$ cat src/rtl/i2c_slave_rx_tx.sv
// I2C target with a fixed 7-bit address: accepts master writes into rx_data and
// returns tx_data on master reads. The bus is oversampled by clk; SDA is open-drain via sda_oe.
module i2c_slave_rx_tx #(
  parameter logic [6:0] SLAVE_ADDR = 7'd8
) (
  input  logic       clk,
  input  logic       rst_n,
  input  logic       scl_in,
  input  logic       sda_in,
  output logic       sda_oe,
  input  logic [7:0] tx_data,
  output logic       tx_req,
  output logic [7:0] rx_data,
  output logic       rx_valid,
  output logic       busy,
  output logic       addr_hit
);

  typedef enum logic [2:0] {
    IDLE, ADDR, ADDR_ACK, WR_DATA, WR_ACK, RD_DATA, RD_ACK, WAIT_STOP
  } state_t;

  state_t      state_q, state_d;
  logic [2:0]  scl_sr, sda_sr;
  logic [3:0]  bit_cnt;
  logic [7:0]  shift_q;
  logic        rd_acked;

  // Two synchronizer flops, the third stage only provides the previous value for edges.
  always_ff @(posedge clk or negedge rst_n) begin
    if (!rst_n) begin
      scl_sr <= 3'b111;
      sda_sr <= 3'b111;
    end else begin
      // NOTE: clocked state uses non-blocking assignments so every flop samples pre-edge values.
      scl_sr <= {scl_sr[1:0], scl_in};
      sda_sr <= {sda_sr[1:0], sda_in};
    end
  end

  logic scl_s, scl_d, sda_s, sda_d;
  logic scl_rise, scl_fall, start_det, stop_det, event_ok;
  assign scl_s     = scl_sr[1];
  assign scl_d     = scl_sr[2];
  assign sda_s     = sda_sr[1];
  assign sda_d     = sda_sr[2];
  assign scl_rise  = scl_s & ~scl_d;
  assign scl_fall  = ~scl_s & scl_d;
  assign start_det = scl_s & scl_d & sda_d & ~sda_s;
  assign stop_det  = scl_s & scl_d & ~sda_d & sda_s;
  assign event_ok  = ~start_det & ~stop_det;

  logic addr_match;
  assign addr_match = (shift_q[6:0] == SLAVE_ADDR);

  always_ff @(posedge clk or negedge rst_n) begin
    if (!rst_n) state_q <= IDLE;
    else        state_q <= state_d;
  end

  always_comb begin
    // NOTE: a default for every combinational output first, so no path can infer a latch.
    state_d = state_q;
    if (start_det) begin
      state_d = ADDR;
    end else if (stop_det) begin
      state_d = IDLE;
    end else begin
      case (state_q)
        ADDR:     if (scl_rise && bit_cnt == 4'd7) state_d = addr_match ? ADDR_ACK : WAIT_STOP;
        ADDR_ACK: if (scl_fall && sda_oe) state_d = shift_q[0] ? RD_DATA : WR_DATA;
        WR_DATA:  if (scl_rise && bit_cnt == 4'd7) state_d = WR_ACK;
        WR_ACK:   if (scl_fall && sda_oe) state_d = WR_DATA;
        RD_DATA:  if (scl_fall && bit_cnt == 4'd8) state_d = RD_ACK;
        RD_ACK: begin
          if (scl_rise && sda_s)         state_d = WAIT_STOP;
          else if (scl_fall && rd_acked) state_d = RD_DATA;
        end
        default:  state_d = state_q;
      endcase
    end
  end

  // Per-state datapath strobes; bus conditions suppress every bit-level action.
  logic shift_in, addr_done, rx_load, ack_drive, ack_end, rd_rise, rd_next, rd_done;
  logic ack_sample, load_tx, bus_release;
  always_comb begin
    shift_in    = 1'b0;
    addr_done   = 1'b0;
    rx_load     = 1'b0;
    ack_drive   = 1'b0;
    ack_end     = 1'b0;
    rd_rise     = 1'b0;
    rd_next     = 1'b0;
    rd_done     = 1'b0;
    ack_sample  = 1'b0;
    load_tx     = 1'b0;
    bus_release = 1'b0;
    if (event_ok) begin
      case (state_q)
        ADDR: begin
          shift_in    = scl_rise;
          addr_done   = scl_rise && bit_cnt == 4'd7;
          bus_release = scl_fall;
        end
        ADDR_ACK, WR_ACK: begin
          // sda_oe doubles as the phase flag: low before the 8th fall, high until the 9th.
          ack_drive = scl_fall & ~sda_oe;
          ack_end   = scl_fall & sda_oe;
          load_tx   = scl_fall & sda_oe & shift_q[0] & (state_q == ADDR_ACK);
        end
        WR_DATA: begin
          shift_in = scl_rise;
          rx_load  = scl_rise && bit_cnt == 4'd7;
        end
        RD_DATA: begin
          rd_rise = scl_rise;
          rd_next = scl_fall && bit_cnt != 4'd8;
          rd_done = scl_fall && bit_cnt == 4'd8;
        end
        RD_ACK: begin
          ack_sample = scl_rise;
          load_tx    = scl_fall & rd_acked;
        end
        default: bus_release = scl_fall;
      endcase
    end
  end

  always_ff @(posedge clk or negedge rst_n) begin
    if (!rst_n) begin
      sda_oe   <= 1'b0;
      tx_req   <= 1'b0;
      rx_valid <= 1'b0;
      rx_data  <= 8'h00;
      busy     <= 1'b0;
      addr_hit <= 1'b0;
      bit_cnt  <= 4'd0;
      shift_q  <= 8'h00;
      rd_acked <= 1'b0;
    end else begin
      rx_valid <= rx_load;
      tx_req   <= load_tx;
      if (start_det) begin
        bit_cnt  <= 4'd0;
        busy     <= 1'b1;
        addr_hit <= 1'b0;
      end else if (stop_det) begin
        sda_oe   <= 1'b0;
        busy     <= 1'b0;
        addr_hit <= 1'b0;
        bit_cnt  <= 4'd0;
      end else begin
        if (shift_in) begin
          shift_q <= {shift_q[6:0], sda_s};
          bit_cnt <= bit_cnt + 4'd1;
        end
        if (addr_done && addr_match) addr_hit <= 1'b1;
        if (rx_load)   rx_data <= {shift_q[6:0], sda_s};
        if (ack_drive) sda_oe  <= 1'b1;
        if (ack_end) begin
          sda_oe  <= 1'b0;
          bit_cnt <= 4'd0;
        end
        if (rd_rise) bit_cnt <= bit_cnt + 4'd1;
        if (rd_next) begin
          shift_q <= {shift_q[6:0], 1'b0};
          sda_oe  <= ~shift_q[6];
        end
        if (rd_done) begin
          sda_oe   <= 1'b0;
          rd_acked <= 1'b0;
        end
        if (ack_sample) rd_acked <= ~sda_s;
        // Later assignments win: a read load overrides the ACK release on the same fall.
        if (load_tx) begin
          shift_q <= tx_data;
          sda_oe  <= ~tx_data[7];
          bit_cnt <= 4'd0;
        end
        if (bus_release) sda_oe <= 1'b0;
      end
    end
  end

endmodule

$ cat config.mk
export PLATFORM = sky130hd
export DESIGN_NAME = i2c_slave_rx_tx
export DESIGN_NICKNAME = d
export VERILOG_FILES = /design/src/rtl/i2c_slave_rx_tx.sv
export SDC_FILE = /design/constraint.sdc
export NUM_CORES = 1
export LEC_CHECK = 0
export CELL_PAD_IN_SITES_DETAIL_PLACEMENT = 1
export CELL_PAD_IN_SITES_GLOBAL_PLACEMENT = 2
export CORE_UTILIZATION = 35
export CTS_CLUSTER_DIAMETER = 80
export CTS_CLUSTER_SIZE = 14
export DETAILED_ROUTE_END_ITERATION = 10
export PLACE_DENSITY = 0.78
export SLEW_MARGIN = 40
export SYNTH_ARGS = -nofsm -noshare
export SYNTH_HDL_FRONTEND = slang
export SYNTH_SLANG_ARGS = --single-unit
$ cat constraint.sdc
create_clock -name clk -period 2.2 [get_ports clk]
set_input_delay 0.22 -clock clk [delete_from_list [all_inputs] [get_ports clk]]
set_output_delay 0.22 -clock clk [all_outputs]
set_load 0.02 [all_outputs]
# [Word level (Yosys, flattened, before mapping)]
# Cells that the tools add are included.
[word_totals] reg_bits=34 inputBits=12
[op_classes] add_sub_neg=1 eq_ne=16 n_mux=57 bitwise_logic=22 reduce_logical=22
[ops] cell="1-bit two-way mux" n=35
[ops] cell="3-bit two-way mux" n=11
[ops] cell="4-bit two-way mux" n=6
[ops] cell="4-bit inequality test, second input constant" n=6
[ops] cell="7-bit two-way mux" n=3
[ops] cell="3-bit one-hot mux with 6 select lines" n=1
[ops] cell="1-bit bitwise AND" n=13
[ops] cell="3-bit equality test, second input constant" n=3
[ops] cell="1-bit NOT" n=9
[ops] cell="3-bit AND reduction" n=3
[ops] cell="8-bit nonzero test" n=1
[ops] cell="7-bit by 4-bit equality test with 1-bit output, second input constant" n=1
[ops] cell="1-bit logical AND" n=7
[ops] cell="7-bit AND reduction" n=1
[ops] cell="7-bit nonzero test" n=1
[ops] cell="3-bit by 2-bit equality test with 1-bit output, second input constant" n=2
[ops] cell="3-bit nonzero test" n=2
[ops] cell="6-bit nonzero test" n=1
[ops] cell="5-bit inequality test, second input constant" n=1
[ops] cell="5-bit OR reduction" n=1
[ops] cell="4-bit by 1-bit adder with 4-bit output, second input constant" n=1
[ops] cell="4-bit by 3-bit equality test with 1-bit output, second input constant" n=1
[ops] cell="4-bit equality test, second input constant" n=1
[ops] cell="2-bit nonzero test" n=2
[ops] cell="4 further kinds" n=5

# [Depth between registers and ports, before layout]
[depth] word_depth=13 mapped_depth=7

# [Worst setup path after synthesis]
# OpenSTA, ideal clock, no wires.
[synth_timing] path_type="reg-to-reg" start="reg scl_sr[2]" end="reg bit_cnt[3]" arrival_ns=1.586 required_time_ns=2.125 slack_ns=0.539 path_stages_with_launch=6 path_buffers=1 path_cell_list="dfstp_2 buf_4 and2b_4 a31oi_4 or4_4 a21oi_2"
[synth_via] elab_chain_cells=11 word_cells_on_any_way=29
[synth_rtl] element="start: declaration" line_no="24" text="logic [2:0] scl_sr, sda_sr;"
[synth_rtl] element="start signal: assignment" line_no="36" text="scl_sr <= {scl_sr[1:0], scl_in};"
[synth_rtl] element="1-bit bitwise AND" line_no="49, 50"
[synth_rtl] element="1-bit bitwise AND (on tied branches) (2 in series)" line_no="49, 50"
[synth_rtl] element="1-bit NOT (no line)"
[synth_rtl] element="1-bit bitwise AND" line_no="51" text="assign event_ok = ~start_det & ~stop_det;"
[synth_rtl] element="1-bit two-way mux" line_no="99" text="if (event_ok) begin"
[synth_rtl] element="4-bit two-way mux" line_no="161" text="if (ack_end) begin"
[synth_rtl] element="4-bit two-way mux" line_no="165" text="if (rd_rise) bit_cnt <= bit_cnt + 4'd1;"
[synth_rtl] element="4-bit two-way mux" line_no="176" text="if (load_tx) begin"
[synth_rtl] element="4-bit two-way mux" line_no="148" text="end else if (stop_det) begin"
[synth_rtl] element="4-bit two-way mux" line_no="144" text="if (start_det) begin"
[synth_rtl] element="end signal: assignment" line_no="156" text="bit_cnt <= bit_cnt + 4'd1;"
[synth_rtl] element="end signal: assignment" line_no="165"
[synth_rtl] element="end: declaration" line_no="25" text="logic [3:0] bit_cnt;"
# Parallel ways exist; a longest one is shown, timed or not.
# A chain may end at the register's enable or synchronous reset.

# [Final worst setup path]
[layout_timing] start="reg state_q[2]" end="reg bit_cnt[3]"
[layout_via] elab_chain_cells=9 word_cells_on_any_way=23
[layout_rtl] element="start: declaration" line_no="23" text="state_t state_q, state_d;"
[layout_rtl] element="start signal: assignment" line_no="58" text="else state_q <= state_d;"
[layout_rtl] element="3-bit by 2-bit equality test with 1-bit output or 3-bit equality test (tied branches)" line_no="100, 110"
[layout_rtl] element="2-bit OR reduction" line_no="100" text="case (state_q)"
[layout_rtl] element="1-bit two-way mux" line_no="100"
[layout_rtl] element="1-bit two-way mux" line_no="99"
[layout_rtl] element="4-bit two-way mux" line_no="161"
[layout_rtl] element="4-bit two-way mux" line_no="165"
[layout_rtl] element="4-bit two-way mux" line_no="176"
[layout_rtl] element="4-bit two-way mux" line_no="148"
[layout_rtl] element="4-bit two-way mux" line_no="144"
# Parallel ways exist; a longest one is shown, timed or not.

==> results.sh <==
export IMPL_outcome="finished clean"
export IMPL_grt_use_met1_pct=25.17
export IMPL_syn_inst=178
export IMPL_die_w_um=74.67
export IMPL_cts_inserted_buffers=5
export IMPL_period_share_pct=84.72
export IMPL_area_growth_pct=21.60
export IMPL_nNetsFinal=218
export IMPL_rsz0062_at_grt="no"
export IMPL_cts_sinks=34
export IMPL_cts_resized_gates=0
export IMPL_syn_area_per_cell_um2=10.38
export IMPL_synthXorXnorAreaFrac_pct=0.9479
export IMPL_clk_pin_slew_ns=0.07
export IMPL_tightest_slew_ns=0.5265
export IMPL_p_per_area_mw_per_mm2=1083
export IMPL_cp_required_ns=2.41
export IMPL_use_met3_pct=4.016
export IMPL_grt_pass1_wl_um=7893
export IMPL_grt_max_degree=35
export IMPL_synthMuxAreaShare_pct=9.276
export IMPL_io_pins=25
export IMPL_clk_path_buf_depth=2
export IMPL_first_pass_iters=5
export IMPL_grt_usage_pct=18.82
export IMPL_coreArea_mm2=0.005107
export IMPL_final_antenna_net_count=0
export IMPL_cp_max_fo=18
export IMPL_cts_setup_buffers=0
export IMPL_ys_flop_type="dfrtp_1"
export IMPL_min_period_ns=1.864
export IMPL_synth_top_family_by_area="compound AO/OA/AOI/OAI gates"
export IMPL_fmax_mhz=536.5
export IMPL_syn_num_nets=192
export IMPL_die_area_mm2=0.005575
export IMPL_cts_htree_levels=2
export IMPL_holdWs_ns=0.3343
export IMPL_hold_viol=0
export IMPL_synth_top_area_share_pct=37.91
export IMPL_io_buffer_count=24
export IMPL_p_leak_uw=0.0009618
export IMPL_hold_buffers=0
export IMPL_drt_iter0_markers=110
export IMPL_synthArstFlopShare_pct=100.0
export IMPL_final_area_mm2=0.002247
export IMPL_nFillCells=579
export IMPL_synth_warning_count=0
export IMPL_gp_congestion=0.8264
export IMPL_top_usage_layer="met2"
export IMPL_drc=0
export IMPL_startpoint_type="flip-flop"
export IMPL_cp_end_kind="flip-flop"
export IMPL_start_util_pct=36.18
export IMPL_grt_ovfl_total=0
export IMPL_placed_area_mm2=0.002157
export IMPL_synth_edff_count=0
export IMPL_antenna_found_initial=0
export IMPL_diodes=0
export IMPL_clockRootBuffer="clkbuf_8"
export IMPL_synth_seq_cells=34
export IMPL_hold_class="in2reg"
export IMPL_final_max_slew_viol_count=0
export IMPL_dpl_hpwl_um=3403
export IMPL_synth_area_top_cells="dfrtp_1, dfstp_2, mux2_2"
export IMPL_fin_util_pct=44.00
export IMPL_yosysSeqAreaShare_pct=46.45
export IMPL_synth_simple_gate_area_share_pct=17.94
export IMPL_grtUsageMet2_pct=31.03
export IMPL_skew_ns=0.007193
export IMPL_synth_compound_area_share_pct=19.77
export IMPL_netlist_top_cells_count="dfrtp_1, a21oi_1, nor2_1, o21ai_0, mux2_2"
export IMPL_grt_pass1_vias=1510
export IMPL_cts_tree="yes"
export IMPL_vias_per_cell=5.349
export IMPL_criticalPathCategory="reg2reg"
export IMPL_wl_per_cell_um=16.64
export IMPL_synth_fa_ha_area_share_pct=1.354
export IMPL_netlist_area_mm2=0.001848
export IMPL_ys_types=57
export IMPL_yosysMostFrequentCell="dfrtp_1"
export IMPL_tns_ns=0
export IMPL_num_rows=26
export IMPL_peakVddDrop_mv=0.4243
export IMPL_dieHeight_um=74.67
export IMPL_drive_gt1_share_pct=18.54
export IMPL_cap_viol_max_count=0
export IMPL_yosys_area_top_type="dfrtp_1"
export IMPL_cp_data_arrival_time_ns=2.08
export IMPL_clkLatencyLatePin_ns=0.28
export IMPL_max_slew_margin_pct=64.90
export IMPL_routed_wl_um=4575
export IMPL_setup_viol=0
export IMPL_num_vias=1471
[critical path: stages (launching register included)]
cell and delay (ns):
dfrtp_1 0.66, or2_1 0.30, a31oi_4 0.15, or4_4 0.54, a21oi_2 0.14
[final cells by class]
cell class / count / area [um2] / area share [%]
Clock inverter: 3 / 21.27 / 0.9465
Sequential cell: 34 / 858.3 / 38.20
Tap cell: 70 / 87.58 / 3.898
Inverter: 8 / 30.03 / 1.336
Clock buffer: 5 / 68.82 / 3.062
Timing Repair Buffer: 28 / 270.3 / 12.03
Multi-Input combinational cell: 127 / 910.9 / 40.53
[routing by layer]
metal	up-vias	part of all wire [%]
li1	712	-
met1	725	46
met2	32	50
met3	2	3.8
met4	0	0.17
met5	-	0
[final timing paths]
path | from | end | slack, ns | cells past startpoint
setup / recovery | state_q[2] | bit_cnt[3] | 0.34 | 4
hold / removal | sda_in | sda_sr[0] | 0.33 | 1
hold reg to reg | scl_sr[0] | scl_sr[1] | 0.36 | 0
min in group asynchronous | rst_n | state_q[1] | 0.35 | 2
setup reg to reg | state_q[2] | bit_cnt[3] | 0.34 | 4
max in group asynchronous | rst_n | sda_sr[2] | 1.52 | 2
[sequential cells by signal, summed over array words and instances, names as in the netlist, 3 cells and up]
name and cells:
bit_cnt 4, rx_data 8, scl_sr 3, sda_sr 3
shift_q 7, state_q 3
[stage by stage]
step           instances  power, uW  worst slack (ns)
3_5_place_dp         267       1989            0.3673
5_1_grt              275       2609            0.2133
6_report             275       2434            0.3362
3_3_place_gp         267       1957            0.3934
2_1_floorplan        178       1684            0.5394
4_1_cts              275       2464            0.3613
[kinds of logic after synthesis]
kind of cell    count (synthesis)
flops                          34
buf+inv                        17
simple gates                   55
fa+ha+maj                       2
xor+xnor                        2
compound gates                 52
mux                            16
[report_power, final]
group          internal, uW  switching (uW)  leakage (uW)
clock                   222             237     0.0000441
combinational           448             469      0.000491
sequential              779             280      0.000427
total                  1450             985      0.000962
[placed cells by master, fill, tap and decap left out, drive strengths merged, types with 4 or more instances in the layout]
cell type and n:
mux2 9, clkdlybuf4s50 24, dfstp 6, nand3 6, dfrtp 28, o21ai 11, nand2 8, mux2i 7
buf 4, a21oi 14, nand3b 4, inv 8, clkbuf 5, nor2 14, nor3 4
No activity file was read; power rests on OpenSTA's default activity.
